<file path="src/rtl/esti_pkg.sv">
// esti_pkg: shared types and constants for the IMU acceleration SPI reader.
package esti_pkg;
    typedef enum logic [2:0] {IDLE, SETUP, SHIFT, HOLD, GAP} state_t;
    localparam logic SPI_READ_BIT = 1'b1;
    localparam int CMD_BITS = 8;
    localparam int DATA_BITS = 16;
    localparam int FRAME_BITS = 24;
    typedef logic signed [DATA_BITS-1:0] acc_t;
endpackage

</file>
<file path="src/rtl/esti_spi_shifter.sv">
// esti_spi_shifter: SPI mode-3 bit engine, runs the setup half-period plus 24 SCLK periods per start.
// Ports: clk, reset (async active-low), start_i (begin frame), miso_i,
//        sclk_o / mosi_o (flop outputs), done_o (last cycle of shifting), data_o (last 16 MISO bits).
module esti_spi_shifter
    import esti_pkg::*;
#(
    parameter int CLK_DIV = 4,
    parameter logic [CMD_BITS-1:0] CMD = 8'hBF
) (
    input  logic                 clk,
    input  logic                 reset,
    input  logic                 start_i,
    input  logic                 miso_i,
    output logic                 sclk_o,
    output logic                 mosi_o,
    output logic                 done_o,
    output logic [DATA_BITS-1:0] data_o
);
    localparam int DW = $clog2(CLK_DIV);
    localparam int HW = $clog2(2 * FRAME_BITS + 1);
    logic                 busy_q, busy_d;
    logic [DW-1:0]        div_q, div_d;
    logic [HW-1:0]        hp_q, hp_d;
    logic                 sclk_q, sclk_d;
    logic                 mosi_q, mosi_d;
    logic [CMD_BITS-1:0]  cmd_q, cmd_d;
    logic [DATA_BITS-1:0] data_q, data_d;
    logic                 hp_end;
    // Half-period 0 is the setup phase; half-periods 1..48 alternate low/high.
    assign hp_end = busy_q && div_q == DW'(CLK_DIV - 1);
    assign done_o = hp_end && hp_q == HW'(2 * FRAME_BITS);
    always_comb begin
        busy_d = busy_q;
        div_d  = div_q;
        hp_d   = hp_q;
        sclk_d = sclk_q;
        mosi_d = mosi_q;
        cmd_d  = cmd_q;
        data_d = data_q;
        if (start_i) begin
            busy_d = 1'b1;
            div_d  = '0;
            hp_d   = '0;
            sclk_d = 1'b1;
            mosi_d = CMD[CMD_BITS-1];
            cmd_d  = {CMD[CMD_BITS-2:0], 1'b0};
        end else if (busy_q) begin
            div_d = hp_end ? '0 : div_q + 1'b1;
            if (hp_end) begin
                hp_d = hp_q + 1'b1;
                if (done_o) begin
                    busy_d = 1'b0;
                end else if (!hp_q[0]) begin
                    sclk_d = 1'b0;
                    // The command MSB is already on MOSI from setup, so the first fall keeps it.
                    if (hp_q != '0) begin
                        mosi_d = cmd_q[CMD_BITS-1];
                        cmd_d  = {cmd_q[CMD_BITS-2:0], 1'b0};
                    end
                end else begin
                    sclk_d = 1'b1;
                    data_d = {data_q[DATA_BITS-2:0], miso_i};
                end
            end
        end
    end
    always_ff @(posedge clk or negedge reset) begin
        if (!reset) begin
            busy_q <= 1'b0;
            div_q  <= '0;
            hp_q   <= '0;
            sclk_q <= 1'b1;
            mosi_q <= 1'b0;
            cmd_q  <= '0;
            data_q <= '0;
        end else begin
            busy_q <= busy_d;
            div_q  <= div_d;
            hp_q   <= hp_d;
            sclk_q <= sclk_d;
            mosi_q <= mosi_d;
            cmd_q  <= cmd_d;
            data_q <= data_d;
        end
    end
    assign sclk_o = sclk_q;
    assign mosi_o = mosi_q;
    assign data_o = data_q;
endmodule

</file>
<file path="src/rtl/esti_acc_spi_reader.sv">
// esti_acc_spi_reader: periodic SPI read of one signed 16-bit IMU axis, held for the estimator.
// Ports: clk, reset (async active-low), enable, spi_cs_n/spi_sclk/spi_mosi/spi_miso (IMU pins),
//        acc_out (held sample), acc_valid (update pulse), overrun (sticky missed tick).
module esti_acc_spi_reader
    import esti_pkg::*;
#(
    parameter int CLK_DIV = 4,
    parameter int SAMPLE_PERIOD = 1000,
    parameter logic [6:0] REG_ADDR = 7'h3F
) (
    input  logic clk,
    input  logic reset,
    input  logic enable,
    output logic spi_cs_n,
    output logic spi_sclk,
    output logic spi_mosi,
    input  logic spi_miso,
    output acc_t acc_out,
    output logic acc_valid,
    output logic overrun
);
    localparam int PW = $clog2(SAMPLE_PERIOD);
    localparam int CW = $clog2(2 * CLK_DIV);
    state_t               state_q, state_d;
    logic [PW-1:0]        per_q;
    logic [CW-1:0]        cnt_q, cnt_d;
    logic                 cs_n_q, cs_n_d;
    acc_t                 acc_q, acc_d;
    logic                 valid_q, valid_d;
    logic                 ovr_q, ovr_d;
    logic                 tick, start, done;
    logic [DATA_BITS-1:0] data;
    assign tick  = per_q == '0;
    assign start = state_q == IDLE && tick && enable;
    esti_spi_shifter #(
        .CLK_DIV(CLK_DIV),
        .CMD    ({SPI_READ_BIT, REG_ADDR})
    ) u_shifter (
        .clk    (clk),
        .reset  (reset),
        .start_i(start),
        .miso_i (spi_miso),
        .sclk_o (spi_sclk),
        .mosi_o (spi_mosi),
        .done_o (done),
        .data_o (data)
    );
    always_comb begin
        state_d = state_q;
        cnt_d   = cnt_q - 1'b1;
        cs_n_d  = cs_n_q;
        acc_d   = acc_q;
        valid_d = 1'b0;
        ovr_d   = ovr_q | (tick && state_q != IDLE);
        case (state_q)
            IDLE: if (start) begin
                state_d = SETUP;
                cs_n_d  = 1'b0;
                cnt_d   = CW'(CLK_DIV - 1);
            end
            SETUP: if (cnt_q == '0) state_d = SHIFT;
            SHIFT: if (done) begin
                state_d = HOLD;
                cnt_d   = CW'(CLK_DIV - 1);
            end
            HOLD: if (cnt_q == '0) begin
                state_d = GAP;
                cs_n_d  = 1'b1;
                acc_d   = acc_t'(data);
                valid_d = 1'b1;
                cnt_d   = CW'(2 * CLK_DIV - 1);
            end
            GAP: if (cnt_q == '0) state_d = IDLE;
            default: state_d = IDLE;
        endcase
    end
    always_ff @(posedge clk or negedge reset) begin
        if (!reset) begin
            state_q <= IDLE;
            per_q   <= PW'(SAMPLE_PERIOD - 1);
            cnt_q   <= '0;
            cs_n_q  <= 1'b1;
            acc_q   <= '0;
            valid_q <= 1'b0;
            ovr_q   <= 1'b0;
        end else begin
            state_q <= state_d;
            per_q   <= tick ? PW'(SAMPLE_PERIOD - 1) : per_q - 1'b1;
            cnt_q   <= cnt_d;
            cs_n_q  <= cs_n_d;
            acc_q   <= acc_d;
            valid_q <= valid_d;
            ovr_q   <= ovr_d;
        end
    end
    assign spi_cs_n  = cs_n_q;
    assign acc_out   = acc_q;
    assign acc_valid = valid_q;
    assign overrun   = ovr_q;
endmodule

</file>
<file path="config.mk">
export PLATFORM = sky130hd
export DESIGN_NAME = esti_acc_spi_reader
export DESIGN_NICKNAME = d
export VERILOG_FILES = /design/src/rtl/esti_pkg.sv /design/src/rtl/esti_spi_shifter.sv /design/src/rtl/esti_acc_spi_reader.sv
export SDC_FILE = /design/constraint.sdc
export NUM_CORES = 1
export LEC_CHECK = 0
export ABC_CLOCK_PERIOD_IN_PS = 3000
export CELL_PAD_IN_SITES_DETAIL_PLACEMENT = 1
export CELL_PAD_IN_SITES_GLOBAL_PLACEMENT = 2
export CORE_MARGIN = 2
export CORE_UTILIZATION = 35
export DETAILED_ROUTE_END_ITERATION = 8
export PLACE_DENSITY = 0.78
export REMOVE_ABC_BUFFERS = 1
export SYNTH_ARGS = -nofsm -noshare
export SYNTH_HDL_FRONTEND = slang
export SYNTH_HIERARCHICAL = 1
export SYNTH_SLANG_ARGS = --single-unit
</file>
<file path="constraint.sdc">
create_clock -name clk -period 3 [get_ports clk]
set_input_delay 0.3 -clock clk [delete_from_list [all_inputs] [get_ports clk]]
set_output_delay 0.3 -clock clk [all_outputs]
set_load 0.02 [all_outputs]
</file>
# ---- Yosys cells after proc, flatten, opt, wreduce, memory -nomap -nowiden
# Cells that the tools add are included.
dict set report word_totals {
  regBits 70
  output_inout_bits 21
  elab_cells 98
  inputBits 4
}
dict set report classes {
  n_reduce_logical 21
  n_eq_ne 13
  n_mux 43
  add_sub_neg 4
  bitwise_logic 3
}
# operator n
set op_table {}
lappend op_table {{$mux 8} 6}
lappend op_table {{$mux 3} 8}
lappend op_table {{$mux 1} 19}
lappend op_table {{$mux 6} 3}
lappend op_table {{$pmux 3 s5} 1}
lappend op_table {{$reduce_and 5->1} 3}
lappend op_table {{$ne 2x2->1 const B} 7}
lappend op_table {{$logic_not 10->1} 1}
lappend op_table {{$mux 10} 1}
lappend op_table {{$sub 10x1->10 const B} 1}
lappend op_table {{$pmux 3 s3} 1}
lappend op_table {{$reduce_bool 2->1} 4}
lappend op_table {{$add 6x1->6 const B} 1}
lappend op_table {{$eq 3x2->1 const B} 2}
lappend op_table {{$eq 6x6->1 const B} 1}
lappend op_table {{$logic_not 3->1} 2}
lappend op_table {{$mux 2} 3}
lappend op_table {{$reduce_and 3->1} 2}
lappend op_table {{$reduce_bool 6->1} 1}
lappend op_table {{$logic_and 1x1->1} 5}
lappend op_table {{$reduce_and 2->1} 2}
lappend op_table {{$eq 3x1->1 const B} 1}
lappend op_table {{$eq 3x3->1 const B} 1}
lappend op_table {{$reduce_bool 3->1} 1}
lappend op_table {{6 further kinds} 7}

# ---- Depth between registers and ports, before layout
dict set report logic_depth {
  depth_word 7
  ltp_mapped 9
  depth_no_buf 8
}

# ---- Hierarchy
# Netlist, hierarchy kept.
# mod seq_area_each_um2 n_inst area_per_inst_um2 cells_per_inst
set modules_own_cells {}
lappend modules_own_cells {esti_spi_shifter 852.1 1 1544.0 118}
lappend modules_own_cells {esti_acc_spi_reader 887.1 1 1527.7 118}

# ---- Least setup slack after synthesis
# No wires, ideal clock.
dict set report synth_path {
  kind {flip-flop to flip-flop}
  start {register per_q[0]}
  end {register u_shifter.data_q[0] (netlist: u_shifter/data_o[0])}
  required_ps 2875
  path_stages_with_launch 10
  arrival_ps 2142
  period_less_slack_ps 2267
  setup_slack_ps 733
  cell_sequence {dfstp_2 > inv_1 > ha_1 > nor4b_2 > nand4_2 > inv_1 > nand4b_1 > a31oi_4 > buf_6 > mux2_4}
}
dict set report synth_via {
  elab_chain_len 5
}
# item line
set synth_rtl {}
lappend synth_rtl {{start: declaration} esti_acc_spi_reader.sv:25} ;# logic [PW-1:0] per_q;
lappend synth_rtl {{start signal: assignment} esti_acc_spi_reader.sv:80} ;# per_q <= PW'(SAMPLE_PERIOD - 1);
lappend synth_rtl {{start signal: assignment} esti_acc_spi_reader.sv:88} ;# per_q <= tick ? PW'(SAMPLE_PERIOD - 1) : per_q - 1'b1;
lappend synth_rtl {{$logic_not 10->1} esti_acc_spi_reader.sv:33} ;# assign tick = per_q == '0;
lappend synth_rtl {{$logic_and 1x1->1 (2 in series)} esti_acc_spi_reader.sv:34} ;# assign start = state_q == IDLE && tick && enable;
lappend synth_rtl {{net start} esti_acc_spi_reader.sv:31} ;# logic tick, start, done;
lappend synth_rtl {{$not 1->1 (no line)} -}
lappend synth_rtl {{$reduce_and 5->1 (no line)} -}
lappend synth_rtl {{end signal: assignment} esti_spi_shifter.sv:83} ;# data_q <= data_d;
lappend synth_rtl {{end: declaration} esti_spi_shifter.sv:27} ;# logic [DATA_BITS-1:0] data_q, data_d;
# The timed path passes the listed nets, and every way through them passes these cells.
# A chain may end at the register's enable or synchronous reset.

# ---- Worst setup path in the final report
dict set report layout_path {
  start {register per_q[0]}
  end {register u_shifter.data_q[7] (netlist: u_shifter/data_o[7])}
}
# Same word-level chain as after synthesis.

==> flow_summary.yaml <==
global_routing:
  grt_start_max_net_pins: 37
  grt_pass1_wl_mm: 9.832
  grt.total_usage_pct: 13.07
  grt_overflow: 0
  grt_pass1_vias: 1986
  antenna_found_initial: 0
setup_path:
  rrSetupSlack_ns: 0.58
  timing.rr.start: "per_q[0]"
  crit_arrival_ns: 2.65
  cp_max_fo: 16
  worstPathCellList: "inv_1, ha_1, nor4b_2, nand4_2, inv_1, nand4b_1, a31oi_4, buf_4, mux2_2"
  reg2reg_to: "u_shifter/data_o[7]"
  cp_top_family: "flip-flops"
  required_ns: 3.23
  endpoint_kind: "register"
  cp.buffers_inverters: 3
  max_stage_delay_ns: 0.57
  cp-start-kind: "register"
  critPathLaunch: "per_q[0]"
  worstSetupPathType: "reg -> reg"
  cp_common_cell: "inv_1"
  r2r_cells: 9
  crit_path_top_delay_cell: "dfstp_2"
timing:
  tightest_slew_ns: 0.7652
  slew_viol_final: 0
  fin_crit_sh_pct: 80.58
  fin_crit_ns: 2.417
  finalSetupViolCount: 0
  timing.slew.headroom_pct: 48.99
  hold_viol: 0
  grt_setup_unrepaired: "false"
  fin_worst_skew_ns: 0.009757
  holdWs_ns: 0.01633
  fin_ws_ns: 0.5827
  setup_tns_ns: 0
  fmax_ghz: 0.4137
drt:
  drc: 0
  first_pass_iters: 3
  avgViaCountPerCell: 5.034
  ant_nets: 0
  wirelength_mm: 5.703
  avgRoutedWirePerCell_um: 15.05
  drt_iter0_drc: 48
  vias: 1908
clock_tree:
  postCtsHoldBufs: 0
  cts_resized: 0
  cts_buffers: 9
  post_cts_buffers: 0
  insertion_delay_ns: 0.35
  htreeDepth: 3
  cts_buffer_depth: 2
  clkSinkCount: 69
  cts.clk_slew.worst_paths_ns: 0.08
  cts_tree: "yes"
  root_buffer: "clkbuf_8"
layout:
  regArea_sq_um: 1739
  drive_gt1_share_pct: 23.99
  final.fill_count: 929
  multi_input_comb_area_sq_um: 1241
  stdcell_count: 379
  syn_to_final_growth_pct: 18.66
  final_nets: 277
  antenna_cells: 0
logic_synthesis:
  yosysTopAreaCell: "dfrtp_1"
  synth_top_cell_area_share_pct: 48.07
  synth_warnings: 6
  synth_cells: 236
  synth.most_common_cell: "dfrtp_1"
  synth-seq-cells: 69
  synthFlopType: "dfrtp_1"
  syn_area_per_cell_sq_um: 13.02
  synth.area.top_cells: "dfrtp_1 48%, dfstp_2 8.6%, mux2_2 5.5%, mux2_4 4.9%, mux2i_1 2.9%"
  ys_types: 54
  ys_top_cells_by_count: "59 x dfrtp_1, 17 x nor2_1, 15 x mux2_2, 10 x dfstp_2, 10 x mux2_4"
  syn_area_sq_um: 3072
  synth_edf_count: 0
  yosysSeqAreaShare_pct: 56.62
  synthArstFlopShare_pct: 100.0
die:
  initial_core_util_pct: 35.57
  die_x_um: 97.68
  coreArea_sq_um: 8636
  rows: 34
  ioPinCount: 25
  die_area_sq_um: 9541
  die_h_um: 97.68
place:
  dp_hpwl_mm: 3.808
  gp_congestion: 0.7038
  dp_worst_setup_slack_ns: 0.5893
  portBuffers: 24
  dp.cells: 363
outcome:
  outcome: "completed"
pwr:
  powerDensity_nw_per_um2: 493.6
  power_uw: 1799
  vdd.ir_drop.worst_v: 0.0002010
  p_leak_uw: 0.001661
job:
  drv_cap: 0
worst_hold_path:
  hold_class: "in -> async"
through the flow:
| stage | area, sq um | utilization (%) |
|---|---|---|
| after floorplan | 3018 | - |
| after global placement | 3423 | 39.64 |
| after detailed placement | 3423 | 39.64 |
| after CTS | 3645 | 42.21 |
| after global routing | 3645 | 42.21 |
| final | 3645 | 42.21 |
flip-flops by register name (all words and copies together) (netlist names):
register and flops:
overrun 1, state_q 3, u_shifter/sclk_o 1, spi_cs_n 1
cnt_q 3, u_shifter/cmd_q 7, u_shifter/busy_q 1, acc_valid 1
acc_out 16, u_shifter/div_q 2, u_shifter/hp_q 6, per_q 10
u_shifter/data_o 16, u_shifter/mosi_o 1
how the worst max path moves through the flow:
stage	end	depth (start not counted)
global route	u_shifter/data_o[6]	9
detailed placement	u_shifter/data_o[7]	9
finish	u_shifter/data_o[7]	9
floorplan	u_shifter/data_o[10]	8
CTS	u_shifter/data_o[7]	9
global placement	u_shifter/data_o[15]	9
worst register-to-register path: cells and delay by family, from the launching register on:
family	cells	cell delay, ns
AND/OR/NAND/NOR	3	0.57
buffers and inverters	3	0.43
adder cells (fa/ha/maj)	1	0.18
flip-flops	1	0.57
AO/OA/AOI/OAI	1	0.17
multiplexers	1	0.38
cell type report:
type	count	share of cell area, %
clock buffer	9	3.399
multi-input combinational	149	34.05
inverter	10	1.030
tap	108	3.708
sequential	69	47.72
timing repair buffer	27	7.415
clock inverter	7	2.678
cell families after synthesis:
kind of cell / after synthesis / share of synthesized area (%)
fa+ha+maj: 7 / 2.851
buf+inv: 18 / 2.973
compound gates: 28 / 6.803
mux: 41 / 15.89
xor+xnor: 8 / 2.281
flops: 69 / 56.62
simple gates: 65 / 12.59
where the power goes:
group	switching [uW]	leakage [uW]	internal, uW
Sequential	0	0.000862	930
Combinational	18.5	0.000693	5.58
Clock	373	0.000106	472
Total	391	0.00166	1410
layer usage:
metal  wire (um)  vias to the layer above  share of wire, %  track usage [%]
met5           0                        -                 0                0
met4          24                        0              0.42            4.167
met3         207                        4               3.6            5.252
met2        2697                       27                47            19.42
met1        2775                      980                49            17.53
li1            -                      897                 -                -
cells in the final DEF (no fill, tap or decap), types with 3 or more instances in the layout:
cell	n
dfrtp_1	59
clkdlybuf4s50_1	23
nor2_1	17
mux2_2	15
dfstp_2	10
mux2_4	10
inv_1	9
clkbuf_8	9
mux2i_1	9
nand3_1	8
nand2_1	8
mux2_1	7
ha_1	7
a21oi_1	6
o31ai_1	5
xnor2_1	5
xor2_1	3
nand4_1	3
o21ai_0	3
or3_1	3
o21ai_1	3
nand2b_1	3
Power figures use the tool's default switching activity.
